--- src/rtl/chg_fetch_pkg.sv ---
// chg_fetch_pkg: shared defaults, change-entry layout and FSM encoding for the
// change-list fetcher.
package chg_fetch_pkg;

    localparam int          ADDR_W_DEF  = 10;
    localparam logic [15:0] END_ROW_DEF = 16'hFFFF;
    localparam int          ENTRY_W     = 80;

    // Field order fixes the SRAM word layout: row[79:64] col[63:48] real[47:24] img[23:0]
    typedef struct packed {
        logic [15:0] row;
        logic [15:0] col;
        logic [23:0] re;
        logic [23:0] im;
    } entry_t;

    typedef enum logic [2:0] {
        IDLE,
        FETCH,
        CAPT,
        HOLD,
        DONE
    } state_t;

endpackage

--- src/rtl/chg_fetch_if.sv ---
// chg_fetch_if: change-SRAM read port plus the entry hand-off to the Y-update stage.
interface chg_fetch_if
    import chg_fetch_pkg::*;
#(
    parameter int ADDR_W = ADDR_W_DEF
);

    logic                 start;
    logic [ENTRY_W-1:0]   chgMem_rdData;
    logic                 chg_ack;
    logic [ADDR_W-1:0]    chgMem_addr;
    logic                 chgMem_rdEn;
    logic [15:0]          chg_row;
    logic [15:0]          chg_col;
    logic [23:0]          chg_real;
    logic [23:0]          chg_img;
    logic                 chg_valid;
    logic                 list_done;
    logic [ADDR_W:0]      entry_count;

    modport master (
        output start, chgMem_rdData, chg_ack,
        input  chgMem_addr, chgMem_rdEn, chg_row, chg_col, chg_real, chg_img,
               chg_valid, list_done, entry_count
    );

    modport slave (
        input  start, chgMem_rdData, chg_ack,
        output chgMem_addr, chgMem_rdEn, chg_row, chg_col, chg_real, chg_img,
               chg_valid, list_done, entry_count
    );

endinterface

--- src/rtl/chg_entry_buf.sv ---
// chg_entry_buf: one-entry prefetch register with full flag and end-of-list detect.
module chg_entry_buf
    import chg_fetch_pkg::*;
#(
    parameter logic [15:0] END_ROW = END_ROW_DEF
) (
    input  logic   clock,
    input  logic   reset,
    input  logic   clr_i,
    input  logic   load_i,
    input  logic   take_i,
    input  entry_t d_i,
    output entry_t q_o,
    output logic   full_o,
    output logic   end_o
);

    entry_t data_q, data_d;
    logic   full_q, full_d;

    always_comb begin
        full_d = (clr_i || take_i) ? 1'b0 : (load_i ? 1'b1 : full_q);
        data_d = load_i ? d_i : data_q;
    end

    always_ff @(posedge clock) begin
        if (!reset) begin
            data_q <= '0;
            full_q <= 1'b0;
        end else begin
            data_q <= data_d;
            full_q <= full_d;
        end
    end

    assign q_o    = data_q;
    assign full_o = full_q;
    assign end_o  = full_q && (data_q.row == END_ROW);

endmodule

--- src/rtl/chg_fetch.sv ---
// chg_fetch: walks the change list in SRAM and presents one entry at a time to the
// Y-update stage, prefetching the following entry so acks can run back to back.
module chg_fetch
    import chg_fetch_pkg::*;
#(
    parameter int          ADDR_W  = ADDR_W_DEF,
    parameter logic [15:0] END_ROW = END_ROW_DEF
) (
    input  logic       clock,
    input  logic       reset,
    chg_fetch_if.slave bus
);

    localparam logic [ADDR_W-1:0] PTR_ONE = 1;
    localparam logic [ADDR_W:0]   CNT_ONE = 1;

    state_t              state_q, state_d;
    logic [ADDR_W-1:0]   ptr_q, ptr_d;
    logic [ADDR_W:0]     cnt_q, cnt_d;
    logic                exh_q, exh_d;
    logic                pend_q, pend_d;
    logic                valid_q, valid_d;
    entry_t              out_q, out_d;
    entry_t              rd, buf_q;
    logic                rd_en, ack, rd_end;
    logic                buf_full, buf_end, buf_load, buf_take, buf_clr;

    assign rd     = entry_t'(bus.chgMem_rdData);
    assign rd_end = rd.row == END_ROW;
    assign ack    = bus.chg_ack && valid_q;

    chg_entry_buf #(.END_ROW(END_ROW)) u_buf (
        .clock  (clock),
        .reset  (reset),
        .clr_i  (buf_clr),
        .load_i (buf_load),
        .take_i (buf_take),
        .d_i    (rd),
        .q_o    (buf_q),
        .full_o (buf_full),
        .end_o  (buf_end)
    );

    // exh_q marks that the last SRAM address has been read, so the pointer never wraps
    always_comb begin
        state_d  = state_q;
        ptr_d    = ptr_q;
        exh_d    = exh_q;
        pend_d   = 1'b0;
        valid_d  = valid_q;
        cnt_d    = cnt_q;
        out_d    = out_q;
        rd_en    = 1'b0;
        buf_load = 1'b0;
        buf_take = 1'b0;
        buf_clr  = 1'b0;
        case (state_q)
            IDLE, DONE: begin
                if (bus.start) begin
                    state_d = FETCH;
                    ptr_d   = '0;
                    exh_d   = 1'b0;
                    cnt_d   = '0;
                    valid_d = 1'b0;
                    buf_clr = 1'b1;
                end
            end
            FETCH: begin
                rd_en   = 1'b1;
                state_d = CAPT;
            end
            CAPT: begin
                state_d = rd_end ? DONE : HOLD;
                valid_d = !rd_end;
                out_d   = rd_end ? out_q : rd;
            end
            HOLD: begin
                rd_en  = !buf_full && !pend_q && !exh_q;
                pend_d = rd_en;
                cnt_d  = ack ? cnt_q + CNT_ONE : cnt_q;
                // Without an ack the presented entry stays put and any capture goes to the buffer
                if (valid_q && !ack) begin
                    buf_load = pend_q;
                end else if (buf_full) begin
                    buf_take = 1'b1;
                    valid_d  = !buf_end;
                    out_d    = buf_end ? out_q : buf_q;
                    state_d  = buf_end ? DONE : HOLD;
                end else if (pend_q) begin
                    valid_d = !rd_end;
                    out_d   = rd_end ? out_q : rd;
                    state_d = rd_end ? DONE : HOLD;
                end else begin
                    valid_d = 1'b0;
                    state_d = exh_q ? DONE : HOLD;
                end
            end
            default: state_d = IDLE;
        endcase
        if (rd_en) begin
            ptr_d = ptr_q + PTR_ONE;
            exh_d = &ptr_q;
        end
    end

    always_ff @(posedge clock) begin
        if (!reset) begin
            state_q <= IDLE;
            ptr_q   <= '0;
            cnt_q   <= '0;
            exh_q   <= 1'b0;
            pend_q  <= 1'b0;
            valid_q <= 1'b0;
            out_q   <= '0;
        end else begin
            state_q <= state_d;
            ptr_q   <= ptr_d;
            cnt_q   <= cnt_d;
            exh_q   <= exh_d;
            pend_q  <= pend_d;
            valid_q <= valid_d;
            out_q   <= out_d;
        end
    end

    assign bus.chgMem_rdEn = rd_en;
    assign bus.chgMem_addr = ptr_q;
    assign bus.chg_row     = out_q.row;
    assign bus.chg_col     = out_q.col;
    assign bus.chg_real    = out_q.re;
    assign bus.chg_img     = out_q.im;
    assign bus.chg_valid   = valid_q;
    assign bus.list_done   = state_q == DONE;
    assign bus.entry_count = cnt_q;

endmodule

--- src/flat_wrapper.sv ---
// flat-port wrapper written by rule: the top's interface ports become plain ports
module chg_fetch_flat import chg_fetch_pkg::*;
#(
    parameter int          ADDR_W  = ADDR_W_DEF,
    parameter logic [15:0] END_ROW = END_ROW_DEF
)
  (clock, reset, bus_start, bus_chgMem_rdData, bus_chg_ack, bus_chgMem_addr, bus_chgMem_rdEn, bus_chg_row, bus_chg_col, bus_chg_real, bus_chg_img, bus_chg_valid, bus_list_done, bus_entry_count);
  chg_fetch_if #(.ADDR_W(ADDR_W)) bus_i ();
  input  logic clock;
  input  logic reset;
  input wire logic [$bits(bus_i.start)-1:0] bus_start;
  input wire logic [$bits(bus_i.chgMem_rdData)-1:0] bus_chgMem_rdData;
  input wire logic [$bits(bus_i.chg_ack)-1:0] bus_chg_ack;
  output wire logic [$bits(bus_i.chgMem_addr)-1:0] bus_chgMem_addr;
  output wire logic [$bits(bus_i.chgMem_rdEn)-1:0] bus_chgMem_rdEn;
  output wire logic [$bits(bus_i.chg_row)-1:0] bus_chg_row;
  output wire logic [$bits(bus_i.chg_col)-1:0] bus_chg_col;
  output wire logic [$bits(bus_i.chg_real)-1:0] bus_chg_real;
  output wire logic [$bits(bus_i.chg_img)-1:0] bus_chg_img;
  output wire logic [$bits(bus_i.chg_valid)-1:0] bus_chg_valid;
  output wire logic [$bits(bus_i.list_done)-1:0] bus_list_done;
  output wire logic [$bits(bus_i.entry_count)-1:0] bus_entry_count;
  assign bus_i.start = bus_start;
  assign bus_i.chgMem_rdData = bus_chgMem_rdData;
  assign bus_i.chg_ack = bus_chg_ack;
  assign bus_chgMem_addr = bus_i.chgMem_addr;
  assign bus_chgMem_rdEn = bus_i.chgMem_rdEn;
  assign bus_chg_row = bus_i.chg_row;
  assign bus_chg_col = bus_i.chg_col;
  assign bus_chg_real = bus_i.chg_real;
  assign bus_chg_img = bus_i.chg_img;
  assign bus_chg_valid = bus_i.chg_valid;
  assign bus_list_done = bus_i.list_done;
  assign bus_entry_count = bus_i.entry_count;
  chg_fetch #(.ADDR_W(ADDR_W), .END_ROW(END_ROW)) u_core (.clock(clock), .reset(reset), .bus(bus_i));
endmodule
--- config.mk ---
export PLATFORM = sky130hd
export DESIGN_NAME = chg_fetch_flat
export DESIGN_NICKNAME = d
export VERILOG_FILES = /design/src/rtl/chg_fetch_pkg.sv /design/src/rtl/chg_fetch_if.sv /design/src/rtl/chg_entry_buf.sv /design/src/rtl/chg_fetch.sv /design/src/flat_wrapper.sv
export SDC_FILE = /design/constraint.sdc
export NUM_CORES = 1
export LEC_CHECK = 0
export CAP_MARGIN = 20
export CORE_MARGIN = 2
export CORE_UTILIZATION = 30
export CTS_BUF_LIST = sky130_fd_sc_hd__clkbuf_4
export CTS_CLUSTER_DIAMETER = 50
export CTS_CLUSTER_SIZE = 16
export DETAILED_ROUTE_END_ITERATION = 10
export PLACE_DENSITY = 0.62
export SYNTH_ARGS = -nofsm -noshare
export SYNTH_HDL_FRONTEND = slang
export SYNTH_SLANG_ARGS = --single-unit
--- constraint.sdc ---
create_clock -name clock -period 3.35 [get_ports clock]
set_input_delay 0.8375 -clock clock [delete_from_list [all_inputs] [get_ports clock]]
set_output_delay 0.8375 -clock clock [all_outputs]
set_load 0.01 [all_outputs]
# Yosys cells after proc, flatten, opt, wreduce, memory -nomap -nowiden

Cells that the tools add are included.

Bits in registers: 188

Add/sub/neg operators: 2
Eq/ne operators: 11
Muxes and demuxes: 35
Bitwise gates (word level): 1
Reduce and logical (&&, ||, !) cells: 27

Operators with widths:

| cell                    | number |
|---|---|
| $mux W80                | 5 |
| $pmux W80 S2            | 1 |
| $eq A16 B16 Y1 const B  | 2 |
| $mux W10                | 3 |
| $mux W11                | 2 |
| $pmux W11 S2            | 1 |
| $mux W3                 | 7 |
| $mux W1                 | 13 |
| $pmux W3 S4             | 1 |
| $add A11 B1 Y11 const B | 1 |
| $add A10 B1 Y10 const B | 1 |
| $reduce_and A10 Y1      | 1 |
| $reduce_bool A2 Y1      | 4 |
| $eq A3 B2 Y1 const B    | 2 |
| $logic_not A1 Y1        | 6 |
| $reduce_and A2 Y1       | 3 |
| $reduce_and A3 Y1       | 2 |
| $logic_and A1 B1 Y1     | 5 |
| $ne A2 B2 Y1 const B    | 2 |
| $reduce_and A4 Y1       | 1 |
| $reduce_or A2 Y1        | 2 |
| $eq A3 B1 Y1 const B    | 1 |
| $eq A3 B3 Y1 const B    | 1 |
| $logic_not A3 Y1        | 1 |
| 8 further kinds         | 8 |

# Logic depth before layout (Yosys ltp)

Gate-level depths: netlist of the first run.

Depth in word-level cells: 7
Gate-level depth with buffers: 8
Mapped depth without buffers: 6

# Cells and area by module

A second synthesis of the first run with hierarchy kept.

Cells, all modules: 896
Area total of the unflattened synthesis: 8844.7 sq um

Modules (own cells, without submodules):

| module        | times used | cells each | area each (sq um) | sequential area each (sq um) |
|---|---|---|---|---|
| chg_fetch     | 1          | 629        | 5691.7            | 2142.1 |
| chg_entry_buf | 1          | 267        | 3153.0            | 1621.6 |

# Worst setup path before layout of the first run

No wires, ideal clock.

Path kind: input-to-reg
Start: input bus_chgMem_rdData[69]
End: register u_core.out_q, in the netlist u_core.bus.chg_real[15]
Arrival: 2.098 ns
Required time: 3.291 ns
Setup slack: 1.193 ns
Stages: 6
Buffers on the path: 1
Cells stage by stage: nand4_1 or4_4 nand2_8 buf_6 o22a_1 o221a_2

Cells in the longest elaborated chain, start to end: 6

RTL lines:

| what                   | RTL line           | source |
|---|---|---|
| start: declaration     | flat_wrapper.sv:12 | `input wire logic [$bits(bus_i.chgMem_rdData)-1:0] bus_chgMem_rdData;` |
| $eq A16 B16 Y1 (*)     | chg_fetch.sv:29    | `assign rd_end = rd.row == END_ROW;` |
| $mux W80 (*)           | n/a                |  |
| $mux W80 (3 in series) | n/a                |  |
| $pmux W80 S2 (*)       | n/a                |  |
| end signal: assignment | chg_fetch.sv:122   | `out_q <= out_d;` |
| end: declaration       | chg_fetch.sv:23    | `entry_t out_q, out_d;` |

Every way passes the cells marked *; elsewhere a longest branch is shown, timed or not. The select of a mux whose other input is x is not followed.
A chain may end at the register's enable or synchronous reset.

# Worst setup path in the final report of the first run

Start: register u_core.u_buf.full_q (netlist: u_core.u_buf.full_o)
End: output bus_chgMem_rdEn

Cells in the longest elaborated chain, start to end: 4

RTL lines:

| what                              | RTL line            | source |
|---|---|---|
| start: declaration                | chg_entry_buf.sv:19 | `logic full_q, full_d;` |
| start signal: assignment          | chg_entry_buf.sv:32 | `full_q <= full_d;` |
| $logic_not A1 Y1                  | chg_fetch.sv:78     | `rd_en = !buf_full && !pend_q && !exh_q;` |
| $logic_and A1 B1 Y1 (2 in series) | chg_fetch.sv:78     |  |
| $pmux W1 S2                       | chg_fetch.sv:57     | `case (state_q)` |
| end: declaration                  | flat_wrapper.sv:15  | `output wire logic [$bits(bus_i.chgMem_rdEn)-1:0] bus_chgMem_rdEn;` |

Every way passes these cells.

==> results.toml, run 1 <==
[outcome]
run_status = "completed"

[cts]
clock_path_buffers = 2
cts_tree = "done"
ctsHoldBuffers = 0
h-tree-depth = 4
cts-buffers-inserted = 17
cts-root-buf = "clkbuf_4"
insertion_delay_ns = 0.58
clk_pin_slew_worst_paths_ns = 0.17
cts_sinks = 188

[floorplan]
fp-row-count = 59
start_util = 0.303
die_w_um = 165
io_pins = 188
die_area_um2 = 27300
die_h_um = 165
core-area_um2 = 25800

[detailed_routing]
wl_per_cell_um = 17.4
wl_met3_mm = 1.10
topRoutingLayerUsed = "met4"
dr.pass1.iters = 7
wl_mm = 23.0
wl_met1_mm = 10.4
dr_total_vias = 6752
drcViolationCount = 0
drt_iter0_markers = 491
via_per_inst = 5.12
wl_met2_mm = 11.2
postRouteAntennaNets = 0

[power_and_ir_drop]
power.density_nw_per_um2 = 482
peakVddDrop_uv = 181
p_leak_nw = 3.35
finalPower_mw = 4.86

[timing]
tightest_slew_ns = 0.613
setup_viol = 0
slew_violations = 0
hold_viol = 0
rsz0062_at_grt = "no"
period_minus_slack_ns = 3.13
fin_crit_sh = 0.933
finClkSkew_ns = 0.0266
timing.fmax_ghz = 0.320
slew_headroom = 0.591
tns_ns = 0

[worst_setup_path]
cp_top_family = "buffers and inverters"
cp_slowest_cell = "clkdlybuf4s50_1"
slowest_delay_ns = 0.56
path_buf_inv = 2
cp_max_fo = 9
critPathRequiredTime_ns = 2.51
endpoint_kind = "primary output"
critPathKind = "reg2out"
cp_cell_sequence = "o31ai_2 -> nand2_2 -> clkinvlp_4 -> clkdlybuf4s50_1"
critical_path_arrival_ns = 2.29
critPathLaunchType = "flop"

[yosys]
synthFlopType = "dfxtp_1"
synth_warnings = 0
yosysTopAreaCell = "dfxtp_1"
syn_area_per_cell_um2 = 9.49
syn_nets = 908
synth_edf_count = 0
synth-seq-cells = 188
synth.most_common_cell = "dfxtp_1"
synth.distinct_cells = 53
yosysSeqAreaShare = 0.483
synth.top_cell.area_share = 0.483
syn-instance-count = 822
synth_common_cells = "188 x dfxtp_1, 177 x nand2_1, 94 x a21oi_1"
synthTopCellsByArea = "dfxtp_1 48%, nand2_1 8.5%, o22a_1 7.2%, o221a_2 6.9%, a21oi_1 6.0%"
netlist_area_um2 = 7800
postSynth.asyncResetShare = 0

[placed_design]
io_buffers = 187
place_congestion = 0.780
dp_hpwl_mm = 13.9
dpl-instance-area_um2 = 9800

[grt]
grt_pass1_vias = 6698
grt_overflow = 0
grt_usage = 0.166
grt_first_pass_wirelength_mm = 35.8
grt_max_degree = 81
antenna_found_initial = 2

[finish]
drive_gt1_frac = 0.129
fillers = 2568
final_nets = 1054
multi_input_area_um2 = 3600
area_delta_synth_final_pct = 29.3
seq_area_um2 = 3760
fin_area_um2 = 10100

[flow_run]
maxCapViolCount = 0

[min_path]
hold_path_class = "reg2reg"
[routing by layer]
layer / vias up / track usage
met5: - / 0
met4: 0 / 0.0498
met3: 16 / 0.0342
met2: 186 / 0.284
met1: 3249 / 0.211
li1: 3301 / -
[worst register-to-register path, cell delays in order (launching register included)]
cell and delay, ns:
dfxtp_1 0.58, and3b_1 0.32, nand2_4 0.49, nand2_8 0.48, o22a_1 0.34, o221a_2 0.24
[power breakdown]
part,switching (mW),internal (mW)
registers,0.122,2.41
logic,0.494,0.601
clock network,0.896,0.334
[logic make-up (layout without fill, tap and decap cells)]
kind of cell               Yosys count  after routing  synth area share
AOI/OAI and AO/OA                  263            263             0.270
xor gates and xnor gates            10             10            0.0112
adders and majority gates            2              2           0.00321
buffers and inverters               80            239            0.0574
DFF                                188            188             0.483
muxes                               17             17            0.0244
other                                0              2                 0
and+or+nand+nor                    262            262             0.151
[cells in the final DEF, fill, tap and decap left out, types with 3 or more instances in the layout]
master,instances
nand3_1,9
xor2_1,9
mux2_2,16
a31oi_1,6
clkdlybuf4s50_1,186
o22a_1,64
and2_1,4
or3_1,3
clkinv_4,3
o221a_2,48
dfxtp_1,188
nor2_1,29
nand2_1,175
o221a_1,31
inv_8,4
clkbuf_4,18
a21oi_1,94
and3_1,6
o21ai_0,8
nor3_1,3
nand3b_1,4
inv_1,4
clkinvlp_4,4
buf_4,13
nand4_1,11
[area by class of cell]
class                   count  area share
flip-flops and latches    188       0.373
multi-input cells         554       0.357
repair buffers            201       0.198
well taps                 335      0.0416
clock buffers              18      0.0134
clock inverters            14      0.0130
inverters                   6     0.00273
diodes                      2    0.000496
[sequential cells by signal, summed over array words and instances (netlist names), 3 cells and up]
| name | cells |
|---|---|
| u_core.bus.entry_count | 11 |
| u_core.bus.chgMem_addr | 10 |
| u_core.state_q | 3 |
| u_core.bus.chg_real | 24 |
| u_core.bus.chg_row | 16 |
| u_core.bus.chg_col | 16 |
| u_core.bus.chg_img | 24 |
| u_core.u_buf.q_o | 80 |
[stage by stage]
stage | utilization | hold WS, ns | cells | setup slack (ns)
after floorplan | - | 0.437 | 822 | 1.19
after global placement | 0.380 | 0.442 | 1284 | 0.268
after detailed placement | 0.380 | 0.447 | 1284 | 0.255
after CTS | 0.391 | 0.468 | 1316 | 0.0423
after global routing | 0.391 | 0.479 | 1318 | 0.0987
final | 0.391 | 0.467 | 1318 | 0.224
[worst paths after layout]
kind | endpoint | from | depth (start not counted) | slack (ns)
worst max register to register | u_core.bus.chg_col[6] | u_core.state_q[2] | 5 | 0.80
worst min-delay path | u_core.u_buf.q_o[63] | u_core.u_buf.q_o[63] | 2 | 0.47
worst min register to register | u_core.u_buf.q_o[63] | u_core.u_buf.q_o[63] | 2 | 0.47
worst max-delay path | bus_chgMem_rdEn | u_core.u_buf.full_o | 4 | 0.22
[timing repair]
item	CTS	global route
setup endpoints to repair	0	1
resized for setup	0	3
buffers inserted	0	0
Note: power is estimated with default switching activity, not from simulation.
==> run 2: changes to the inputs <==
--- a/config.mk
+++ b/config.mk
@@ -5,7 +5,6 @@
 export SDC_FILE = /design/constraint.sdc
 export NUM_CORES = 1
 export LEC_CHECK = 0
-export CAP_MARGIN = 20
 export CORE_MARGIN = 2
 export CORE_UTILIZATION = 30
 export CTS_BUF_LIST = sky130_fd_sc_hd__clkbuf_4
==> results of run 2 <==
Same layout as run 1: the final DEF is identical, and so are final timing and power.
